## src/rtl/baud_pkg.sv

```systemverilog
// Shared baud-rate definitions: rate table, select constants and the divisor calculation.
package baud_pkg;

  localparam int BAUD_SEL_W = 4;
  localparam int BAUD_NUM   = 12;
  localparam logic [BAUD_SEL_W-1:0] BAUD_SEL_MAX = 4'hB;

  typedef logic [BAUD_SEL_W-1:0] baud_sel_t;

  typedef enum logic [BAUD_SEL_W-1:0] {
    B300    = 4'd0,
    B1200   = 4'd1,
    B2400   = 4'd2,
    B4800   = 4'd3,
    B9600   = 4'd4,
    B19200  = 4'd5,
    B38400  = 4'd6,
    B57600  = 4'd7,
    B115200 = 4'd8,
    B230400 = 4'd9,
    B460800 = 4'd10,
    B921600 = 4'd11
  } baud_idx_e;

  localparam int unsigned BAUD_RATE [BAUD_NUM] = '{
    300, 1200, 2400, 4800, 9600, 19200,
    38400, 57600, 115200, 230400, 460800, 921600
  };

  // round(clk_hz / (rate*os)) with ties rounded up, never below 2
  function automatic int unsigned calc_div(longint unsigned clk_hz,
                                           longint unsigned rate,
                                           longint unsigned os);
    longint unsigned d;
    longint unsigned q;
    d = rate * os;
    q = (2 * clk_hz + d) / (2 * d);
    if (q < 2) q = 2;
    return int'(q);
  endfunction

endpackage

```

## src/rtl/baud_tick_gen_if.sv

```systemverilog
// Control/tick bundle between the UART engines (master) and baud_tick_gen (slave).
// Override signals exist only when BAUD_OVERRIDE_EN is defined.
interface baud_tick_gen_if
  import baud_pkg::*;
#(
  parameter int DIV_W = 19
);
  logic             enable;
  logic             restart;
  baud_sel_t        baud_sel;
  logic             os_tick;
  logic             mid_tick;
  logic             bit_tick;
  logic [DIV_W-1:0] div_out;
  logic             sel_valid;
`ifdef BAUD_OVERRIDE_EN
  logic             div_override_en;
  logic [DIV_W-1:0] div_override;

  modport master (
    output enable, restart, baud_sel, div_override_en, div_override,
    input  os_tick, mid_tick, bit_tick, div_out, sel_valid
  );
  modport slave (
    input  enable, restart, baud_sel, div_override_en, div_override,
    output os_tick, mid_tick, bit_tick, div_out, sel_valid
  );
`else
  modport master (
    output enable, restart, baud_sel,
    input  os_tick, mid_tick, bit_tick, div_out, sel_valid
  );
  modport slave (
    input  enable, restart, baud_sel,
    output os_tick, mid_tick, bit_tick, div_out, sel_valid
  );
`endif
endinterface

```

## src/rtl/baud_div_counter.sv

```systemverilog
// Cycle and oversample counters producing registered os/mid/bit ticks.
module baud_div_counter
  import baud_pkg::*;
#(
  parameter int DIV_W      = 19,
  parameter int OVERSAMPLE = 16
) (
  input  logic             clk,
  input  logic             reset,
  input  logic             i_enable,
  input  logic             i_clear,
  input  logic [DIV_W-1:0] i_div,
  output logic             o_os_tick,
  output logic             o_mid_tick,
  output logic             o_bit_tick
);

  localparam int OS_W = (OVERSAMPLE > 1) ? $clog2(OVERSAMPLE) : 1;
  localparam logic [OS_W-1:0] OS_LAST = OS_W'(OVERSAMPLE - 1);
  // OVERSAMPLE = 1 has no bit centre, so mid_tick stays low
  localparam logic HAS_MID = (OVERSAMPLE >= 2);
  localparam logic [OS_W-1:0] OS_MID = HAS_MID ? OS_W'(OVERSAMPLE / 2 - 1) : '0;

  logic [DIV_W-1:0] r_cyc;
  logic [OS_W-1:0]  r_os;
  logic             r_os_tick;
  logic             r_mid_tick;
  logic             r_bit_tick;
  logic             w_tc;

  assign w_tc = (r_cyc == i_div - DIV_W'(1));

  always_ff @(posedge clk or posedge reset) begin
    if (reset) begin
      r_cyc      <= '0;
      r_os       <= '0;
      r_os_tick  <= 1'b0;
      r_mid_tick <= 1'b0;
      r_bit_tick <= 1'b0;
    end else if (!i_enable || i_clear) begin
      r_cyc      <= '0;
      r_os       <= '0;
      r_os_tick  <= 1'b0;
      r_mid_tick <= 1'b0;
      r_bit_tick <= 1'b0;
    end else if (w_tc) begin
      r_cyc      <= '0;
      r_os       <= (r_os == OS_LAST) ? '0 : r_os + OS_W'(1);
      r_os_tick  <= 1'b1;
      r_mid_tick <= HAS_MID && (r_os == OS_MID);
      r_bit_tick <= (r_os == OS_LAST);
    end else begin
      r_cyc      <= r_cyc + DIV_W'(1);
      r_os_tick  <= 1'b0;
      r_mid_tick <= 1'b0;
      r_bit_tick <= 1'b0;
    end
  end

  assign o_os_tick  = r_os_tick;
  assign o_mid_tick = r_mid_tick;
  assign o_bit_tick = r_bit_tick;

endmodule

```

## src/rtl/baud_tick_gen.sv

```systemverilog
// Baud tick generator top: select register, divisor table/override and change detect.
// Optional runtime divisor override when BAUD_OVERRIDE_EN is defined.
module baud_tick_gen
  import baud_pkg::*;
#(
  parameter longint unsigned CLK_HZ     = 100_000_000,
  parameter int              OVERSAMPLE = 16,
  parameter int              DIV_W      = 19
) (
  input  logic           clk,
  input  logic           reset,
  baud_tick_gen_if.slave bus
);

  localparam logic [DIV_W-1:0] DIV_RST =
    DIV_W'(calc_div(CLK_HZ, longint'(BAUD_RATE[0]), longint'(OVERSAMPLE)));

  logic [DIV_W-1:0] w_tab [BAUD_NUM];
  baud_sel_t        r_sel;
  baud_idx_e        w_idx;
  logic             w_sel_ok;
  logic             w_sel_valid;
  logic [DIV_W-1:0] w_div_tab;
  logic [DIV_W-1:0] w_div;
  logic [DIV_W-1:0] r_div;
  logic             w_ovr_chg;
  logic             w_change;
  logic             w_clear;

  for (genvar g = 0; g < BAUD_NUM; g++) begin : g_tab
    assign w_tab[g] =
      DIV_W'(calc_div(CLK_HZ, longint'(BAUD_RATE[g]), longint'(OVERSAMPLE)));
  end

  always_ff @(posedge clk or posedge reset) begin
    if (reset) r_sel <= '0;
    else       r_sel <= bus.baud_sel;
  end

  // out-of-range selects fall back to the 300 baud entry
  assign w_sel_ok  = (r_sel <= BAUD_SEL_MAX);
  assign w_idx     = w_sel_ok ? baud_idx_e'(r_sel) : B300;
  assign w_div_tab = w_tab[w_idx];

`ifdef BAUD_OVERRIDE_EN
  logic             r_ovr_en;
  logic             r_ovr_en_q;
  logic [DIV_W-1:0] r_ovr;
  logic [DIV_W-1:0] r_ovr_q;

  always_ff @(posedge clk or posedge reset) begin
    if (reset) begin
      r_ovr_en   <= 1'b0;
      r_ovr_en_q <= 1'b0;
      r_ovr      <= '0;
      r_ovr_q    <= '0;
    end else begin
      r_ovr_en   <= bus.div_override_en;
      r_ovr_en_q <= r_ovr_en;
      r_ovr      <= bus.div_override;
      r_ovr_q    <= r_ovr;
    end
  end

  assign w_div       = r_ovr_en ? ((r_ovr < DIV_W'(2)) ? DIV_W'(2) : r_ovr) : w_div_tab;
  assign w_ovr_chg   = (r_ovr_en != r_ovr_en_q) || (r_ovr != r_ovr_q);
  assign w_sel_valid = r_ovr_en | w_sel_ok;
`else
  assign w_div       = w_div_tab;
  assign w_ovr_chg   = 1'b0;
  assign w_sel_valid = w_sel_ok;
`endif

  // a select change that maps to the same divisor leaves the counters running
  assign w_change = (w_div != r_div) || w_ovr_chg;
  assign w_clear  = w_change || bus.restart;

  always_ff @(posedge clk or posedge reset) begin
    if (reset)         r_div <= DIV_RST;
    else if (w_change) r_div <= w_div;
  end

  baud_div_counter #(
    .DIV_W      (DIV_W),
    .OVERSAMPLE (OVERSAMPLE)
  ) u_cnt (
    .clk        (clk),
    .reset      (reset),
    .i_enable   (bus.enable),
    .i_clear    (w_clear),
    .i_div      (r_div),
    .o_os_tick  (bus.os_tick),
    .o_mid_tick (bus.mid_tick),
    .o_bit_tick (bus.bit_tick)
  );

  assign bus.div_out   = r_div;
  assign bus.sel_valid = w_sel_valid;

endmodule

```

## src/flat_wrapper.sv

```systemverilog
// flat-port wrapper written by rule: the top's interface ports become plain ports
module baud_tick_gen_flat import baud_pkg::*;
#(
  parameter longint unsigned CLK_HZ     = 100_000_000,
  parameter int              OVERSAMPLE = 16,
  parameter int              DIV_W      = 19
)
  (clk, reset, bus_enable, bus_restart, bus_baud_sel, bus_os_tick, bus_mid_tick, bus_bit_tick, bus_div_out, bus_sel_valid);
  baud_tick_gen_if #(.DIV_W(DIV_W)) bus_i ();
  input  logic clk;
  input  logic reset;
  input wire logic [$bits(bus_i.enable)-1:0] bus_enable;
  input wire logic [$bits(bus_i.restart)-1:0] bus_restart;
  input wire logic [$bits(bus_i.baud_sel)-1:0] bus_baud_sel;
  output wire logic [$bits(bus_i.os_tick)-1:0] bus_os_tick;
  output wire logic [$bits(bus_i.mid_tick)-1:0] bus_mid_tick;
  output wire logic [$bits(bus_i.bit_tick)-1:0] bus_bit_tick;
  output wire logic [$bits(bus_i.div_out)-1:0] bus_div_out;
  output wire logic [$bits(bus_i.sel_valid)-1:0] bus_sel_valid;
  assign bus_i.enable = bus_enable;
  assign bus_i.restart = bus_restart;
  assign bus_i.baud_sel = bus_baud_sel;
  assign bus_os_tick = bus_i.os_tick;
  assign bus_mid_tick = bus_i.mid_tick;
  assign bus_bit_tick = bus_i.bit_tick;
  assign bus_div_out = bus_i.div_out;
  assign bus_sel_valid = bus_i.sel_valid;
  baud_tick_gen #(.CLK_HZ(CLK_HZ), .OVERSAMPLE(OVERSAMPLE), .DIV_W(DIV_W)) u_core (.clk(clk), .reset(reset), .bus(bus_i));
endmodule
```

## config.mk

```make
export PLATFORM = sky130hd
export DESIGN_NAME = baud_tick_gen_flat
export DESIGN_NICKNAME = d
export VERILOG_FILES = /design/src/rtl/baud_pkg.sv /design/src/rtl/baud_tick_gen_if.sv /design/src/rtl/baud_div_counter.sv /design/src/rtl/baud_tick_gen.sv /design/src/flat_wrapper.sv
export SDC_FILE = /design/constraint.sdc
export NUM_CORES = 1
export LEC_CHECK = 0
export ABC_AREA = 1
export ABC_CLOCK_PERIOD_IN_PS = 3100
export BUFFER_PORTS_ARGS = -buffer_cell sky130_fd_sc_hd__buf_2
export CORE_MARGIN = 2
export CORE_UTILIZATION = 59
export CTS_CLUSTER_DIAMETER = 120
export DETAILED_ROUTE_END_ITERATION = 10
export PLACE_DENSITY_LB_ADDON = 0.1
export SYNTH_ARGS = -nofsm -noshare
export SYNTH_HDL_FRONTEND = slang
export SYNTH_SLANG_ARGS = --single-unit
export TNS_END_PERCENT = 1
```

## constraint.sdc

```tcl
create_clock -name clk -period 3.1 [get_ports clk]
set_input_delay 0.31 -clock clk [delete_from_list [all_inputs] [get_ports clk]]
set_output_delay 0.31 -clock clk [all_outputs]
set_load 0.05 [all_outputs]
```

==> run_results.csv <==
group,metric,value,unit
outcome,outcome,"finished clean",
clock_tree,insertion_delay,0.30,ns
finish,final_util,0.680,
drt,routed_wl,6.65,mm
worst_setup_path,crit_path_end_kind,"flop",
synthesis,syn_avg_cell_area,6.96,µm²
power_and_ir_drop,p_leak,1.69,nW
finish,seq_area,1110,µm²
timing,grt_setup_unrepaired,"no",
timing,whs,0.0581,ns
drt,wl_per_cell,12.6,µm
finish,layout-drive-gt1-share,0.144,
synthesis,synth_common_cells,"nand2_1 (120), inv_1 (61), nor2_1 (59), nand3_1 (42), dfrtp_1 (38)",
power_and_ir_drop,total_power,1.35,mW
synthesis,synth-seq-cells,44,
power_and_ir_drop,p_per_area,412,nW/µm²
drt,viasPerCell,5.12,
timing,drv_slew,0,
worst_setup_path,cp.arrival,2.74,ns
drt,dr.first_iter.drc_count,149,
drt,drt_pass1_iterations,4,
timing,max_freq,392,MHz
timing,worst_slew_pin_slew,0.830,ns
timing,setup_viol,0,
global_routing,grt_max_degree,24,
floorplan,io_pins,31,
timing,hold_viol,0,
place,dp_hpwl,5.20,mm
worst_hold_path,hp-class,"in -> async",
power_and_ir_drop,vdd_drop_max,0.290,mV
synthesis,synth_edf_count,0,
global_routing,grt_pass1_vias,2409,
synthesis,yosys_warnings,0,
clock_tree,cts_buffers,5,
timing,skew,0.00474,ns
clock_tree,path_clk_slew,0.09,ns
place,port_buffers,25,
finish,fillers,474,
clock_tree,cts_hold_buf,0,
synthesis,synthCells,429,
finish,n_antenna_cell,0,
global_routing,antenna_found_initial,0,
drt,ant_nets,0,
synthesis,async_flop_share,1.00,
clock_tree,cts_resized,0,
worst_setup_path,critPathKind,"reg -> reg",
floorplan,initial_core_util,0.620,
synthesis,yosys.area.top_type_share,0.318,
timing,post-route-period-util,0.824,
floorplan,core,4820,µm²
drt,via_count,2693,
synthesis,yosys.area.top_type,"dfrtp_1",
global_routing,overflow,0,
timing,layout_min_cycle_time,2.55,ns
place,routabilityCongestion,0.914,
clock_tree,cts_num_sinks,44,
floorplan,die_w,75.2,µm
synthesis,synth_flop_cell,"dfrtp_1",
drt,drc_errors,0,
finish,multi_input_area,1590,µm²
global_routing,gr-usage-all-layers,0.257,
finish,area_delta_synth_final,9.68,%
synthesis,synth_cell_types,35,
clock_tree,cts_root_buffer,"clkbuf_8",
worst_setup_path,cp_max_fo,19,
floorplan,chipHeight,75.2,µm
timing,slew_headroom,0.444,
floorplan,die_area,5650,µm²
finish,layout.nets,472,
timing,tns,0,ns
floorplan,rows,25,
clock_tree,cts_setup_buffers,0,
clock_tree,htreeDepth,2,
worst_setup_path,cp-start-kind,"flop",
clock_tree,clockBufferDepth,2,
global_routing,grt_pass1_wl,11.1,mm
worst_setup_path,worstRegToRegCells,13,
clock_tree,cts_tree,"built",
synthesis,yosys-top-cells-area,"dfrtp_1 (32%), nand2_1 (15%), inv_1 (7.7%)",
synthesis,ys_seq_area_frac,0.371,
synthesis,yosys.cell_count.top_type,"nand2_1",
run,drv_cap,0,
synthesis,syn_area,2990,µm²
worst_setup_path,worstPathRequired,3.29,ns
## final cells by class
cell class,count,share of cell area
inverter,65,0.0749
sequential,44,0.338
clock inverter,3,0.0141
timing repair buffer,26,0.0405
clock buffer,5,0.0210
tap,67,0.0256
multi-input combinational,316,0.485
## worst paths after layout
path	slack [ns]	endpoint	start
max	0.55	u_core.u_cnt.r_cyc[15]	u_core.bus.div_out[0]
min	0.06	u_core.r_sel[3]	reset
max reg2reg	0.55	u_core.u_cnt.r_cyc[15]	u_core.bus.div_out[0]
min reg2reg	0.52	u_core.u_cnt.r_cyc[0]	u_core.u_cnt.r_cyc[0]
max in group asynchronous	2.27	u_core.bus.div_out[8]	reset
min in group clk	0.11	u_core.r_sel[3]	bus_baud_sel[3]
## through the flow
| stage | area (µm²) | setup slack, ns | instances |
|---|---|---|---|
| global placement | 3160 | 0.616 | 518 |
| global route | 3280 | 0.287 | 526 |
| detailed placement | 3160 | 0.579 | 518 |
| CTS | 3280 | 0.565 | 526 |
| floorplan | 3000 | 0.671 | 433 |
| finish | 3280 | 0.546 | 526 |
## where the power goes
part | total [mW] | leakage (nW) | switching, mW | internal (mW)
registers | 0.630 | 0.574 | 0.0328 | 0.597
clock network | 0.450 | 0.0548 | 0.207 | 0.243
logic | 0.272 | 1.06 | 0.199 | 0.0731
total | 1.35 | 1.69 | 0.438 | 0.913
## kinds of logic after synthesis
kind of cell,share of synthesized area
fa+ha+maj,0.0251
buf+inv,0.101
xor+xnor,0.0809
other cells,0.00126
compound gates,0.0314
simple gates,0.389
flops,0.371
## critical path, cell delays in order, from the launching register on
cell,delay (ns)
dfstp_2,0.38
inv_1,0.15
ha_1,0.26
nand3_1,0.25
nor2_4,0.27
nand2_1,0.08
nand2_1,0.06
nand2_1,0.05
nor2_1,0.09
nand3_1,0.09
nor2_1,0.14
nand3_2,0.22
nand2_4,0.32
nor2_1,0.08
## flip-flops by register name (all words and copies together) (netlist names)
name	count
u_core.u_cnt.r_cyc	19
u_core.bus.div_out	14
u_core.r_sel	4
u_core.u_cnt.r_os	4
u_core.u_cnt.o_bit_tick	1
u_core.u_cnt.o_mid_tick	1
u_core.u_cnt.o_os_tick	1
## layout by cell type (no fill, tap or decap), types with 2 or more instances in the layout
| cell | n |
|---|---|
| o21ai_1 | 5 |
| nor2_2 | 11 |
| inv_1 | 60 |
| o21ai_0 | 7 |
| nand2_2 | 4 |
| xor2_1 | 19 |
| nand4_1 | 6 |
| nand3_1 | 42 |
| nand3b_1 | 4 |
| nand2_1 | 120 |
| buf_2 | 25 |
| nor4_1 | 2 |
| xnor2_1 | 6 |
| nor3_1 | 7 |
| conb_1 | 5 |
| ha_1 | 6 |
| nor2_4 | 2 |
| dfstp_2 | 6 |
| dfrtp_1 | 38 |
| inv_2 | 3 |
| nor2_1 | 59 |
| clkbuf_8 | 5 |
| a21oi_1 | 2 |
## routing by layer
metal	part of all wire	GRT usage
met5	0	0
met4	0.0087	0.0585
met3	0.057	0.0375
met1	0.48	0.378
met2	0.45	0.406
Note: power is estimated with default switching activity, not from simulation.
